<file path="config.mk">
export PLATFORM = sky130hd
export DESIGN_NAME = nvram_hps_bridge
export DESIGN_NICKNAME = d
export VERILOG_FILES = /design/src/rtl/nvram_hps_bridge.sv
export SDC_FILE = /design/constraint.sdc
export NUM_CORES = 1
export LEC_CHECK = 0
export BUFFER_PORTS_ARGS = -buffer_cell sky130_fd_sc_hd__buf_4
export CAP_MARGIN = 20
export CORE_MARGIN = 2
export CORE_UTILIZATION = 45
export DETAILED_ROUTE_END_ITERATION = 12
export PLACE_DENSITY_LB_ADDON = 0.1
export SKIP_CTS_REPAIR_TIMING = 1
export SYNTH_ARGS = -nofsm -noshare
export SYNTH_HDL_FRONTEND = slang
export SYNTH_SLANG_ARGS = --single-unit
</file>
<file path="constraint.sdc">
create_clock -name clk -period 2 [get_ports clk]
set_clock_uncertainty 0.2 [all_clocks]
set_input_delay 0.1 -clock clk [delete_from_list [all_inputs] [get_ports clk]]
set_output_delay 0.1 -clock clk [all_outputs]
set_load 0.1 [all_outputs]
</file>
<file path="src/rtl/nvram_hps_bridge.sv">
`default_nettype none
// ============================================================================
// Module   : nvram_hps_bridge
// Purpose  : Moves the NVRAM shadow image between the HPS file channel and the
//            X2212-style shadow array (load -> recall, store -> upload).
// Options  : NVRAM_LOAD_CHECK_EN - recall only after a complete image load,
//            otherwise raise sticky load_err.
// Revision : 1.0 - initial release
// ============================================================================
module nvram_hps_bridge #(
  parameter int AW        = 8,
  parameter int STORE_TMO = 1023
) (
  input  logic          clk,
  input  logic          reset_n,
  input  logic          dl_active,
  input  logic          dl_wr,
  input  logic [AW-1:0] dl_addr,
  input  logic [7:0]    dl_data,
  input  logic          ul_active,
  input  logic          ul_rd,
  input  logic [AW-1:0] ul_addr,
  output logic [7:0]    ul_data,
  output logic          ul_valid,
  output logic          sh_we,
  output logic [AW-1:0] sh_addr,
  output logic [7:0]    sh_din,
  input  logic [7:0]    sh_dout,
  output logic          store_req,
  input  logic          store_done,
  output logic          recall_req,
  output logic          cpu_hold,
  output logic          busy
`ifdef NVRAM_LOAD_CHECK_EN
  ,
  output logic          load_err
`endif
);

  typedef enum logic [2:0] {
    S_IDLE    = 3'd0,
    S_LOAD    = 3'd1,
    S_RECALL  = 3'd2,
    S_STORE   = 3'd3,
    S_WAIT_ST = 3'd4,
    S_UPLOAD  = 3'd5
  } state_t;

  localparam logic [AW+1:0] c_tmo_last = (AW+2)'(STORE_TMO - 1);
  localparam logic [AW:0]   c_full     = (AW+1)'(2**AW);

  state_t        r_state;
  state_t        w_state_nxt;
  logic [AW+1:0] r_tmo;
  logic [AW:0]   r_byte_cnt;
  logic          r_rd_p1;
  logic          w_load_wr;
  logic          w_up_rd;
  logic          w_load_ok;
  logic          w_load_entry;

  assign w_load_wr    = (r_state == S_LOAD) && dl_wr;
  assign w_up_rd      = (r_state == S_UPLOAD) && ul_rd;
  assign w_load_entry = (r_state == S_IDLE) && (w_state_nxt == S_LOAD);

`ifdef NVRAM_LOAD_CHECK_EN
  assign w_load_ok = (r_byte_cnt == c_full);
`else
  assign w_load_ok = 1'b1;
`endif

  // Shadow port is a straight pass-through; the shadow registers it itself.
  assign sh_we   = w_load_wr;
  assign sh_addr = w_load_wr ? dl_addr : (w_up_rd ? ul_addr : '0);
  assign sh_din  = w_load_wr ? dl_data : 8'h00;

  always_comb begin
    w_state_nxt = r_state;
    case (r_state)
      S_IDLE: begin
        if (dl_active)      w_state_nxt = S_LOAD;
        else if (ul_active) w_state_nxt = S_STORE;
      end
      S_LOAD: begin
        if (!dl_active) w_state_nxt = w_load_ok ? S_RECALL : S_IDLE;
      end
      S_RECALL: w_state_nxt = S_IDLE;
      S_STORE:  w_state_nxt = S_WAIT_ST;
      S_WAIT_ST: begin
        if (!ul_active)                               w_state_nxt = S_IDLE;
        else if (store_done || (r_tmo == c_tmo_last)) w_state_nxt = S_UPLOAD;
      end
      S_UPLOAD: begin
        // Stay until the last accepted read has left the shadow.
        if (!ul_active && !r_rd_p1) w_state_nxt = S_IDLE;
      end
      default: w_state_nxt = S_IDLE;
    endcase
  end

  always_ff @(posedge clk or negedge reset_n) begin
    if (!reset_n) begin
      r_state    <= S_IDLE;
      r_tmo      <= '0;
      r_byte_cnt <= '0;
      r_rd_p1    <= 1'b0;
      ul_data    <= 8'h00;
      ul_valid   <= 1'b0;
      store_req  <= 1'b0;
      recall_req <= 1'b0;
      cpu_hold   <= 1'b0;
      busy       <= 1'b0;
`ifdef NVRAM_LOAD_CHECK_EN
      load_err   <= 1'b0;
`endif
    end else begin
      r_state    <= w_state_nxt;
      store_req  <= (w_state_nxt == S_STORE);
      recall_req <= (w_state_nxt == S_RECALL);
      cpu_hold   <= (w_state_nxt == S_LOAD) || (w_state_nxt == S_RECALL) ||
                    (w_state_nxt == S_STORE) || (w_state_nxt == S_WAIT_ST);
      busy       <= (w_state_nxt != S_IDLE);

      if (r_state == S_STORE)        r_tmo <= '0;
      else if (r_state == S_WAIT_ST) r_tmo <= r_tmo + (AW+2)'(1);

      if (w_load_entry)
        r_byte_cnt <= '0;
      else if (w_load_wr && (r_byte_cnt != c_full))
        r_byte_cnt <= r_byte_cnt + (AW+1)'(1);

      // Read pipeline: address out at +0, shadow data at +1, ul_data at +2.
      r_rd_p1  <= w_up_rd;
      ul_valid <= r_rd_p1;
      if (r_rd_p1) ul_data <= sh_dout;

`ifdef NVRAM_LOAD_CHECK_EN
      if (w_load_entry)
        load_err <= 1'b0;
      else if ((r_state == S_LOAD) && !dl_active && !w_load_ok)
        load_err <= 1'b1;
`endif
    end
  end

endmodule
`default_nettype wire

</file>
==> impl_metrics.json, run 1 <==
{
  "antenna_violations_before_repair": 0,
  "ys.flop_type": "sky130_fd_sc_hd__dfrtp_1",
  "holdCritPathClass": "input pin to async pin",
  "mappedNetlistArea_mm2": 0.001391,
  "synth_seq_area_share_pct": 48.56,
  "route.vias.total": 1390,
  "setup_viol": 0,
  "timing.critical_path.from": "r_state[1]$_DFF_PN0_",
  "timing.final.ws_setup_ns": 0.06613,
  "wl_per_cell_um": 16.03,
  "layout-area-overhead-vs-synth_pct": 70.86,
  "routed_via_density": 5.628,
  "startpoint_type": "register",
  "fp.dieH_um": 59.61,
  "synth_largest_type_area_fraction_pct": 48.56,
  "clk_latency_ns": 0.32,
  "synthesis.nets": 168,
  "clockRootBuffer": "sky130_fd_sc_hd__clkbuf_4",
  "seqCellArea_um2": 678.2,
  "cts.clk_slew.worst_paths_ns": 0.14,
  "yosys-top-cells-area": "sky130_fd_sc_hd__dfrtp_1, sky130_fd_sc_hd__mux2_2, sky130_fd_sc_hd__a22o_1",
  "power_switching_share_pct": 56.52,
  "max_transition_margin_pct": 70.33,
  "cp_cell_instances": "nor2_4 -> and3_4 -> buf_6 -> a22o_2 -> buf_12",
  "timing.rr.start": "r_state[2]$_DFF_PN0_",
  "sequential_group_share_of_total_power_pct": 23.9,
  "overflow": 0,
  "placementRows": 20,
  "die_x_um": 59.61,
  "setup.reg_to_reg.worst_slack_ns": 0.09,
  "power-per-cell-area_mw_per_mm2": 1516,
  "intPower_w": 0.001567,
  "worst-r2r-cell-count": 5,
  "share_of_total_power_in_the_clock_network_pct": 6.5,
  "cts_num_sinks": 27,
  "yosysMostFrequentCell": "sky130_fd_sc_hd__dfrtp_1",
  "synth.top_cells.by_count": "sky130_fd_sc_hd__dfrtp_1, sky130_fd_sc_hd__a22o_1, sky130_fd_sc_hd__mux2_2",
  "first_pass_iters": 4,
  "placement.io_buffers": 68,
  "htree_num_levels": 1,
  "combinationalPowerShare_pct": 69.6,
  "asyncSetResetFlopFracSynth_pct": 100.0,
  "switchingPower_w": 0.002037,
  "routability_driven_placement_congestion_ratio": 0.8773,
  "synth_enable_flop_cells": 0,
  "number_of_clock_buffers_inserted_by_tritoncts": 3,
  "finalHoldViolations": 0,
  "n_antenna_cell": 0,
  "drtIter0Drc": 31,
  "design.core.area_mm2": 0.003003,
  "dpl_worst_slack_ns": 0.2127,
  "cts_tree": "done",
  "grt_first_pass_wirelength_um": 4981,
  "syn_avg_cell_area_um2": 10.96,
  "design.die.area_mm2": 0.003553,
  "initial_utilization_pct": 46.33,
  "clk_path_buf_depth": 2,
  "worst_ep_arrival_time_ns": 1.63,
  "run_status": "finished, final reports clean",
  "regToRegEndpoint": "r_tmo[4]$_DFFE_PN0P_",
  "critical_path_end": "sh_addr[7]",
  "critPathMaxFanout": 9,
  "yosys_warnings": 0,
  "detail_route.wirelength_um": 3960,
  "floorplan.io_pins": 69,
  "multi_input_area_um2": 728.2,
  "final_period_minus_worst_setup_slack_ns": 1.934,
  "detail-route-antenna-nets": 0,
  "drive_above_1_share_pct": 53.27,
  "cellLeakagePower_nw": 1.091,
  "post-synth-top-area-cell": "sky130_fd_sc_hd__dfrtp_1",
  "filler_cell_count": 181,
  "grt_pass1_vias": 1134,
  "drc_errors": 0,
  "ys_ff_latch": 27,
  "vdd_drop_max_v": 0.0007584,
  "nets_finish": 256,
  "timing.setup.critical_path_class": "register to output pin",
  "worstPathRequired_ns": 1.70,
  "crit_slowest_cell": "sky130_fd_sc_hd__dfrtp_1",
  "totalPowerFinal_w": 0.003604,
  "synthesis.instances": 127,
  "critical_path.endpoint_type": "output pin",
  "timing.fmax_mhz": 517.1,
  "gr-usage-all-layers_pct": 18.58,
  "tightest_slew_ns": 0.4451,
  "cap_violations": 0,
  "maxSlewViolCount": 0,
  "maximum_number_of_pins_on_one_net_before_global_route_repair": 28,
  "finalCritPeriodShare_pct": 96.69,
  "cp_slowest_stage_delay_ns": 0.49,
  "detailedPlacementHpwl_um": 2515,
  "synth_cell_types": 43,
  "final_core_util_pct": 79.17
}
==> worst max-delay path, delay by kind of cell (launching register included) <==
| family | cells | cell delay [ns] |
|---|---|---|
| AO/OA/AOI/OAI | 1 | 0.28 |
| buffers and inverters | 2 | 0.30 |
| flip-flops | 1 | 0.49 |
| AND/OR/NAND/NOR | 2 | 0.23 |
==> per-stage QoR <==
| step | TNS (ns) | instance area, um2 | hold WS [ns] | instances |
|---|---|---|---|---|
| after floorplan | 0 | 1431 | -0.3956 | 127 |
| after global placement | 0 | 1973 | -0.1769 | 226 |
| after detailed placement | 0 | 1973 | -0.1679 | 226 |
| after CTS | -2.439 | 2001 | -0.5377 | 230 |
| after global routing | -0.02714 | 2377 | 0.01875 | 247 |
| final | 0 | 2377 | 0.01980 | 247 |
==> flip-flops by register name, indices dropped and copies added (netlist names) <==
name and flops:
store_req 1, r_rd_p1 1, r_tmo 10, recall_req 1, cpu_hold 1, r_state 3, ul_valid 1, busy 1
ul_data 8
==> worst min path at each step <==
stage | start | to | slack [ns]
4_1_cts | reset_n | ul_data[5]$_DFFE_PN0P_ | -0.54
5_1_grt | reset_n | ul_data[5]$_DFFE_PN0P_ | 0.02
3_5_place_dp | reset_n | ul_data[5]$_DFFE_PN0P_ | -0.17
6_report | reset_n | ul_data[5]$_DFFE_PN0P_ | 0.02
3_3_place_gp | reset_n | ul_data[2]$_DFFE_PN0P_ | -0.18
2_1_floorplan | reset_n | busy$_DFF_PN0_ | -0.40
==> power groups by stage <==
| stage | Clock (W) | Sequential (W) | Combinational (W) |
|---|---|---|---|
| final | 0.000233 | 0.000861 | 0.00251 |
| after global routing | 0.000268 | 0.000884 | 0.00258 |
| after CTS | 0.000241 | 0.000846 | 0.00220 |
| after detailed placement | 0 | 0.000858 | 0.00220 |
| after global placement | 0 | 0.000847 | 0.00218 |
| after floorplan | 0 | 0.00158 | 0.00103 |
==> cell type report <==
cell class	count	share of cell area, %
sequential	27	28.53
clock buffer	3	0.9474
timing repair buffer	89	37.47
multi-input combinational	91	30.63
clock inverter	1	0.2105
tap	33	1.737
inverter	3	0.4737
==> layer usage <==
layer	global-route usage (%)	up-vias	routed length (um)
li1	-	649	-
met1	25.59	680	1671
met2	29.36	51	2106
met3	3.057	10	152
met4	6.984	0	29
met5	0	-	0
==> layout by cell type (no fill, tap or decap), types with 4 or more instances in the layout <==
cell	count
sky130_fd_sc_hd__buf_4	59
sky130_fd_sc_hd__nand3_1	5
sky130_fd_sc_hd__buf_12	14
sky130_fd_sc_hd__nand2_1	8
sky130_fd_sc_hd__dfrtp_1	25
sky130_fd_sc_hd__dlygate4sd3_1	13
sky130_fd_sc_hd__and2_4	9
sky130_fd_sc_hd__o21ai_0	4
sky130_fd_sc_hd__mux2_2	9
sky130_fd_sc_hd__a22o_2	7
==> cells by family after synthesis <==
family | share of synthesized area (%)
and+or+nand+nor | 20.86
muxes | 9.443
DFF | 48.56
AOI/OAI and AO/OA | 14.66
xor gates and xnor gates | 0.6296
buffers and inverters | 4.046
adders and majority gates | 1.798
No activity file was read; power rests on OpenSTA's default activity.
==> inputs of run 2 (changes only) <==
--- a/config.mk
+++ b/config.mk
@@ -7,7 +7,7 @@
 export LEC_CHECK = 0
-export BUFFER_PORTS_ARGS = -buffer_cell sky130_fd_sc_hd__buf_4
 export CAP_MARGIN = 20
 export CORE_MARGIN = 2
-export CORE_UTILIZATION = 45
+export CORE_UTILIZATION = 50
 export DETAILED_ROUTE_END_ITERATION = 12
+export DONT_BUFFER_PORTS = 1
 export PLACE_DENSITY_LB_ADDON = 0.1
==> constraint.sdc (replaced) <==
create_clock -name clk -period 2 [get_ports clk]
set_clock_uncertainty 0.2 [all_clocks]
set_input_delay 0.4 -clock clk [delete_from_list [all_inputs] [get_ports clk]]
set_output_delay 0.4 -clock clk [all_outputs]
set_load 0.1 [all_outputs]
==> run 2 against run 1 <==
Against the previous run: the flow now finishes with violations (hold timing, setup timing); global-route usage rose by 1.9 points; clock-buffer cell count is the same; routed wire length is 10% lower; critical path depth stayed put; maximum frequency down 13%; die area is 9.4% lower; largest cell class is now multi-input combinational cells.
==> impl_metrics.json, run 2 (synthesis results as in run 1) <==
{
  "run_status": "finished, violations left",
  "violations": "hold timing, setup timing",
  "startpoint_type": "register",
  "vdd_drop_max_v": 0.001748,
  "final.hold.worst_slack_ns": -0.01036,
  "critPathMaxFanout": 8,
  "cp_cell_instances": "nor2_2 -> and3_4 -> clkbuf_16 -> and2_4 -> buf_12",
  "cts_num_sinks": 27,
  "max_transition_margin_pct": 39.89,
  "dp_cells": 180,
  "timing.setup.critical_path_class": "register to output pin",
  "regToRegEndpoint": "r_tmo[4]$_DFFE_PN0P_",
  "fp.dieH_um": 56.75,
  "design.die.area_mm2": 0.003221,
  "layout-area-overhead-vs-synth_pct": 50.27,
  "maximum_number_of_pins_on_one_net_before_global_route_repair": 28,
  "placementRows": 19,
  "timing.rr.start": "r_state[2]$_DFF_PN0_",
  "wl_per_cell_um": 17.79,
  "drtIter0Drc": 62,
  "route.vias.total": 1157,
  "final_cell_mix": "sky130_fd_sc_hd__dfrtp_1, sky130_fd_sc_hd__buf_12, sky130_fd_sc_hd__buf_4",
  "overflow": 0,
  "worstPathBufferInverterCount": 2,
  "first_pass_iters": 4,
  "whs_path_depth": 2,
  "detail-route-antenna-nets": 0,
  "clockRootBuffer": "sky130_fd_sc_hd__clkbuf_4",
  "design.core.area_mm2": 0.002710,
  "detailedPlacementHpwl_um": 2545,
  "floorplan.io_pins": 69,
  "detail_route.wirelength_um": 3558,
  "holdCritPathClass": "input pin to register",
  "final_common_cell": "sky130_fd_sc_hd__dfrtp_1",
  "placement.io_buffers": 0,
  "gr-usage-all-layers_pct": 20.44,
  "cp_slowest_stage_delay_ns": 0.43,
  "power-per-cell-area_mw_per_mm2": 1693,
  "grt_pass1_vias": 1024,
  "finalSetupTns_ns": -3.584,
  "min_from": "ul_active",
  "largest_reg_flops": 10,
  "routed_via_density": 5.785,
  "cellLeakagePower_nw": 0.9061,
  "worstPathRequired_ns": 1.40,
  "totalPowerFinal_w": 0.003540,
  "crit_slowest_cell": "sky130_fd_sc_hd__dfrtp_1",
  "timing.fmax_mhz": 450.0,
  "grt_setup_unrepaired": "yes",
  "setup.reg_to_reg.worst_slack_ns": 0.10,
  "drive_above_1_share_pct": 42.60,
  "maxSlewViolCount": 0,
  "cpLargestDelayFamily": "simple AND/OR/NAND/NOR gates",
  "finalHoldViolations": 1,
  "worst-r2r-cell-count": 6,
  "grt_first_pass_wirelength_um": 5085,
  "initial_utilization_pct": 51.34,
  "finish.instance_area_mm2": 0.002091,
  "die_x_um": 56.75,
  "filler_cell_count": 178,
  "critical_path.endpoint_type": "output pin",
  "clk_path_buf_depth": 2,
  "cts.clk_slew.worst_paths_ns": 0.15,
  "timing.hold.worst_endpoint": "r_state[1]$_DFF_PN0_",
  "setup_viol": 17,
  "htree_num_levels": 1,
  "stdcell_count": 200,
  "max_flop_register": "r_tmo",
  "routability_driven_placement_congestion_ratio": 0.8150,
  "final_period_minus_worst_setup_slack_ns": 2.222,
  "post_dp_cell_area_mm2": 0.001841,
  "timing.final.ws_setup_ns": -0.2221,
  "clk_latency_ns": 0.35,
  "cts_tree": "done",
  "n_antenna_cell": 0,
  "number_of_clock_buffers_inserted_by_tritoncts": 3,
  "reg_top3": "r_tmo: 10 flops, ul_data: 8 flops, r_state: 3 flops",
  "worst_ep_arrival_time_ns": 1.62,
  "nets_finish": 211,
  "drc_errors": 0,
  "cap_violations": 0,
  "finalCritPeriodShare_pct": 111.1,
  "tightest_slew_ns": 0.9017,
  "antenna_violations_before_repair": 0
}
==> run 2: cell types whose count changed in the layout (fill, tap and decap cells not counted), moves of 2 or more <==
cell,delta
sky130_fd_sc_hd__buf_4,-45
sky130_fd_sc_hd__buf_12,+3
sky130_fd_sc_hd__dlygate4sd3_1,-3
sky130_fd_sc_hd__dfrtp_1,+2
sky130_fd_sc_hd__dfrtp_2,-2
sky130_fd_sc_hd__nor2_4,-2
==> run 2: worst max-delay path by stage <==
stage	startpoint	to	slack, ns	cells past startpoint
2_1_floorplan	r_state[1]$_DFF_PN0_	sh_addr[0]	-0.09	4
3_3_place_gp	r_state[2]$_DFF_PN0_	sh_addr[0]	0.15	6
3_5_place_dp	r_state[2]$_DFF_PN0_	sh_addr[0]	0.15	6
4_1_cts	r_state[2]$_DFF_PN0_	sh_addr[0]	-0.27	6
5_1_grt	r_state[1]$_DFF_PN0_	sh_din[7]	-0.29	5
6_report	r_state[1]$_DFF_PN0_	sh_din[7]	-0.22	5
==> run 2: where the power goes <==
group	switching [W]	internal, W	total, W	leakage, nW
combinational	0.00116	0.000741	0.00190	0.537
clock	0.000183	0.0000823	0.000265	0.0183
sequential	0.000690	0.000687	0.00138	0.351
total	0.00203	0.00151	0.00354	0.906
==> run 2: cell type report <==
type	count	area [um2]	area share (%)
Clock buffer	3	22.52	1.077
Inverter	3	11.26	0.5386
Timing Repair Buffer	45	604.3	28.90
Clock inverter	1	8.758	0.4189
Tap cell	31	38.79	1.855
Multi-Input combinational cell	90	729.5	34.89
Sequential cell	27	675.6	32.32
==> run 2: worst reg2reg max path, delay by kind of cell, from the launching register on <==
kind                   cells  cell delay (ns)
flip-flops                 1             0.42
AO/OA/AOI/OAI              1             0.21
AND/OR/NAND/NOR            2             0.61
buffers and inverters      3             0.36
==> run 2: routing by layer <==
| layer | wire (um) | part of all wire (%) | up-vias | global-route usage, % |
|---|---|---|---|---|
| met4 | 53 | 1.5 | 0 | 4.983 |
| met3 | 132 | 3.7 | 8 | 3.687 |
| met2 | 2011 | 57 | 28 | 38.04 |
| li1 | - | - | 558 | - |
| met1 | 1362 | 38 | 563 | 24.11 |
| met5 | 0 | 0 | - | 0 |
==> run 2: through the flow <==
| stage | utilization, % | setup slack (ns) |
|---|---|---|
| after floorplan | - | -0.08606 |
| after global placement | 67.91 | 0.1540 |
| after detailed placement | 67.91 | 0.1461 |
| after CTS | 69.07 | -0.2667 |
| after global routing | 77.15 | -0.2870 |
| final | 77.15 | -0.2221 |
==> inputs of run 3 (changes only) <==
- CELL_PAD_IN_SITES_DETAIL_PLACEMENT: not set -> 1
- CELL_PAD_IN_SITES_GLOBAL_PLACEMENT: not set -> 1
- CORE_MARGIN: 2 -> 10
- CORE_UTILIZATION: 50 -> 45
==> run 3 against run 2 <==
Against the previous run: the run ends with setup timing left; sequential power hardly changed; worst setup slack worse by 0.081 ns; highest routed layer unchanged; via count rose by 11%; design area grew 0.36%.
==> impl_metrics.json, run 3 (synthesis results as in run 1) <==
{
  "cts.clk_slew.worst_paths_ns": 0.18,
  "regToRegEndpoint": "cpu_hold$_DFF_PN0_",
  "groute.layer.met3.usage_pct": 3.516,
  "largest_reg_flops": 10,
  "nets_finish": 209,
  "seqCellArea_um2": 675.6,
  "timing.fmax_mhz": 434.2,
  "violations": "setup timing",
  "final_core_util_pct": 69.88,
  "drive_above_1_share_pct": 41.92,
  "detail-route-antenna-nets": 0,
  "max_transition_margin_pct": 37.43,
  "dp_cells": 181,
  "initial_utilization_pct": 46.33,
  "worst_ep_arrival_time_ns": 1.70,
  "maximum_number_of_pins_on_one_net_before_global_route_repair": 28,
  "holdCritPathClass": "input pin to register",
  "critPathMaxFanout": 9,
  "htree_num_levels": 1,
  "clk_latency_ns": 0.37,
  "clockRootBuffer": "sky130_fd_sc_hd__clkbuf_4",
  "first_pass_iters": 4,
  "filler_cell_count": 289,
  "grt_pass1_vias": 1163,
  "stdcell_count": 200,
  "setup_viol": 17,
  "grt_setup_unrepaired": "yes",
  "wl_per_cell_um": 29.89,
  "timing.rr.start": "r_state[1]$_DFF_PN0_",
  "dpl_worst_slack_ns": 0.05139,
  "layout-area-overhead-vs-synth_pct": 50.81,
  "min_from": "dl_active",
  "timing.setup.critical_path_class": "register to output pin",
  "cts_num_sinks": 27,
  "drtIter0Drc": 78,
  "routability_driven_placement_congestion_ratio": 0.8244,
  "reg_top3": "r_tmo: 10 flops, ul_data: 8 flops, r_state: 3 flops",
  "final_common_cell": "sky130_fd_sc_hd__dfrtp_1",
  "tightest_slew_ns": 0.9385,
  "floorplan.io_pins": 69,
  "detail_route.wirelength_um": 5978,
  "finalCritPeriodShare_pct": 115.2,
  "worstPathRequired_ns": 1.40,
  "met1_usage_grt_pct": 16.76,
  "grt.busiest_layer": "met2",
  "antenna_violations_before_repair": 0,
  "worst-r2r-cell-count": 5,
  "cts_tree": "done",
  "design.die.area_mm2": 0.005716,
  "startpoint_type": "register",
  "final_cell_mix": "sky130_fd_sc_hd__dfrtp_1, sky130_fd_sc_hd__buf_12, sky130_fd_sc_hd__buf_4",
  "setup.reg_to_reg.worst_slack_ns": 0.06,
  "max_flop_register": "r_tmo",
  "vdd_drop_max_v": 0.0007351,
  "placement.io_buffers": 0,
  "n_antenna_cell": 0,
  "multi_input_area_um2": 784.5,
  "maxSlewViolCount": 0,
  "timing.hold.worst_endpoint": "store_req$_DFF_PN0_",
  "grt_first_pass_wirelength_um": 6313,
  "die_x_um": 75.61,
  "overflow": 0,
  "groute.layer.met2.usage_pct": 25.02,
  "placementRows": 20,
  "run_status": "finished, violations left",
  "route.vias.total": 1284,
  "fp.dieH_um": 75.61,
  "final_period_minus_worst_setup_slack_ns": 2.303,
  "routed_via_density": 6.420,
  "gr-usage-all-layers_pct": 14.35,
  "design.core.area_mm2": 0.003003,
  "timing.critical_path.from": "r_state[2]$_DFF_PN0_",
  "whs_path_depth": 1,
  "drc_errors": 0,
  "cap_violations": 0,
  "clk_path_buf_depth": 2,
  "timing.final.ws_setup_ns": -0.3031,
  "cellLeakagePower_nw": 0.9168,
  "power-per-cell-area_mw_per_mm2": 1728,
  "finalHoldViolations": 0,
  "number_of_clock_buffers_inserted_by_tritoncts": 3,
  "detailedPlacementHpwl_um": 3454,
  "critical_path.endpoint_type": "output pin"
}
## run 3: per-stage QoR
| step | TNS [ns] | cell area, um2 | power [W] | hold slack, ns |
|---|---|---|---|---|
| 4_1_cts | -5.094 | 1854 | 0.003384 | -0.4921 |
| 2_1_floorplan | -1.118 | 1446 | 0.002642 | -0.09559 |
| 3_5_place_dp | 0 | 1823 | 0.003117 | -0.09469 |
| 5_1_grt | -5.977 | 2098 | 0.003735 | -0.004813 |
| 6_report | -4.631 | 2098 | 0.003626 | 0.007902 |
| 3_3_place_gp | 0 | 1823 | 0.003071 | -0.09470 |
## run 3: area by class of cell
class / count / area share [%]
repair buffers: 42 / 26.42
multi-input cells: 91 / 37.39
flip-flops and latches: 27 / 32.20
well taps: 33 / 1.968
clock buffers: 3 / 1.073
clock inverters: 1 / 0.4174
inverters: 3 / 0.5367
## run 3: report_power, final
group	total, W	switching, W	leakage (nW)	internal [W]
clock	0.000282	0.000200	0.0183	0.0000824
combinational	0.00194	0.00124	0.547	0.000698
sequential	0.00140	0.000714	0.351	0.000686
total	0.00363	0.00216	0.917	0.00147
## run 3: worst max path at each step
stage | slack (ns) | endpoint
2_1_floorplan | -0.09 | sh_addr[0]
3_3_place_gp | 0.14 | sh_addr[7]
3_5_place_dp | 0.05 | sh_addr[2]
4_1_cts | -0.37 | sh_addr[2]
5_1_grt | -0.37 | sh_addr[2]
6_report | -0.30 | sh_addr[2]
## run 3: per-layer routing
layer | routed length [um] | vias up | part of all wire, %
met5 | 0 | - | 0
met3 | 416 | 11 | 7.0
met4 | 118 | 0 | 2.0
met2 | 3153 | 65 | 53
li1 | - | 555 | -
met1 | 2290 | 653 | 38
## run 3: worst max-delay path, cell delays in order, from the launching register on
cell and delay (ns):
sky130_fd_sc_hd__dfrtp_1 0.43, sky130_fd_sc_hd__buf_4 0.19, sky130_fd_sc_hd__nand2b_2 0.15, sky130_fd_sc_hd__nor2_4 0.22
sky130_fd_sc_hd__a22o_4 0.17, sky130_fd_sc_hd__buf_12 0.17
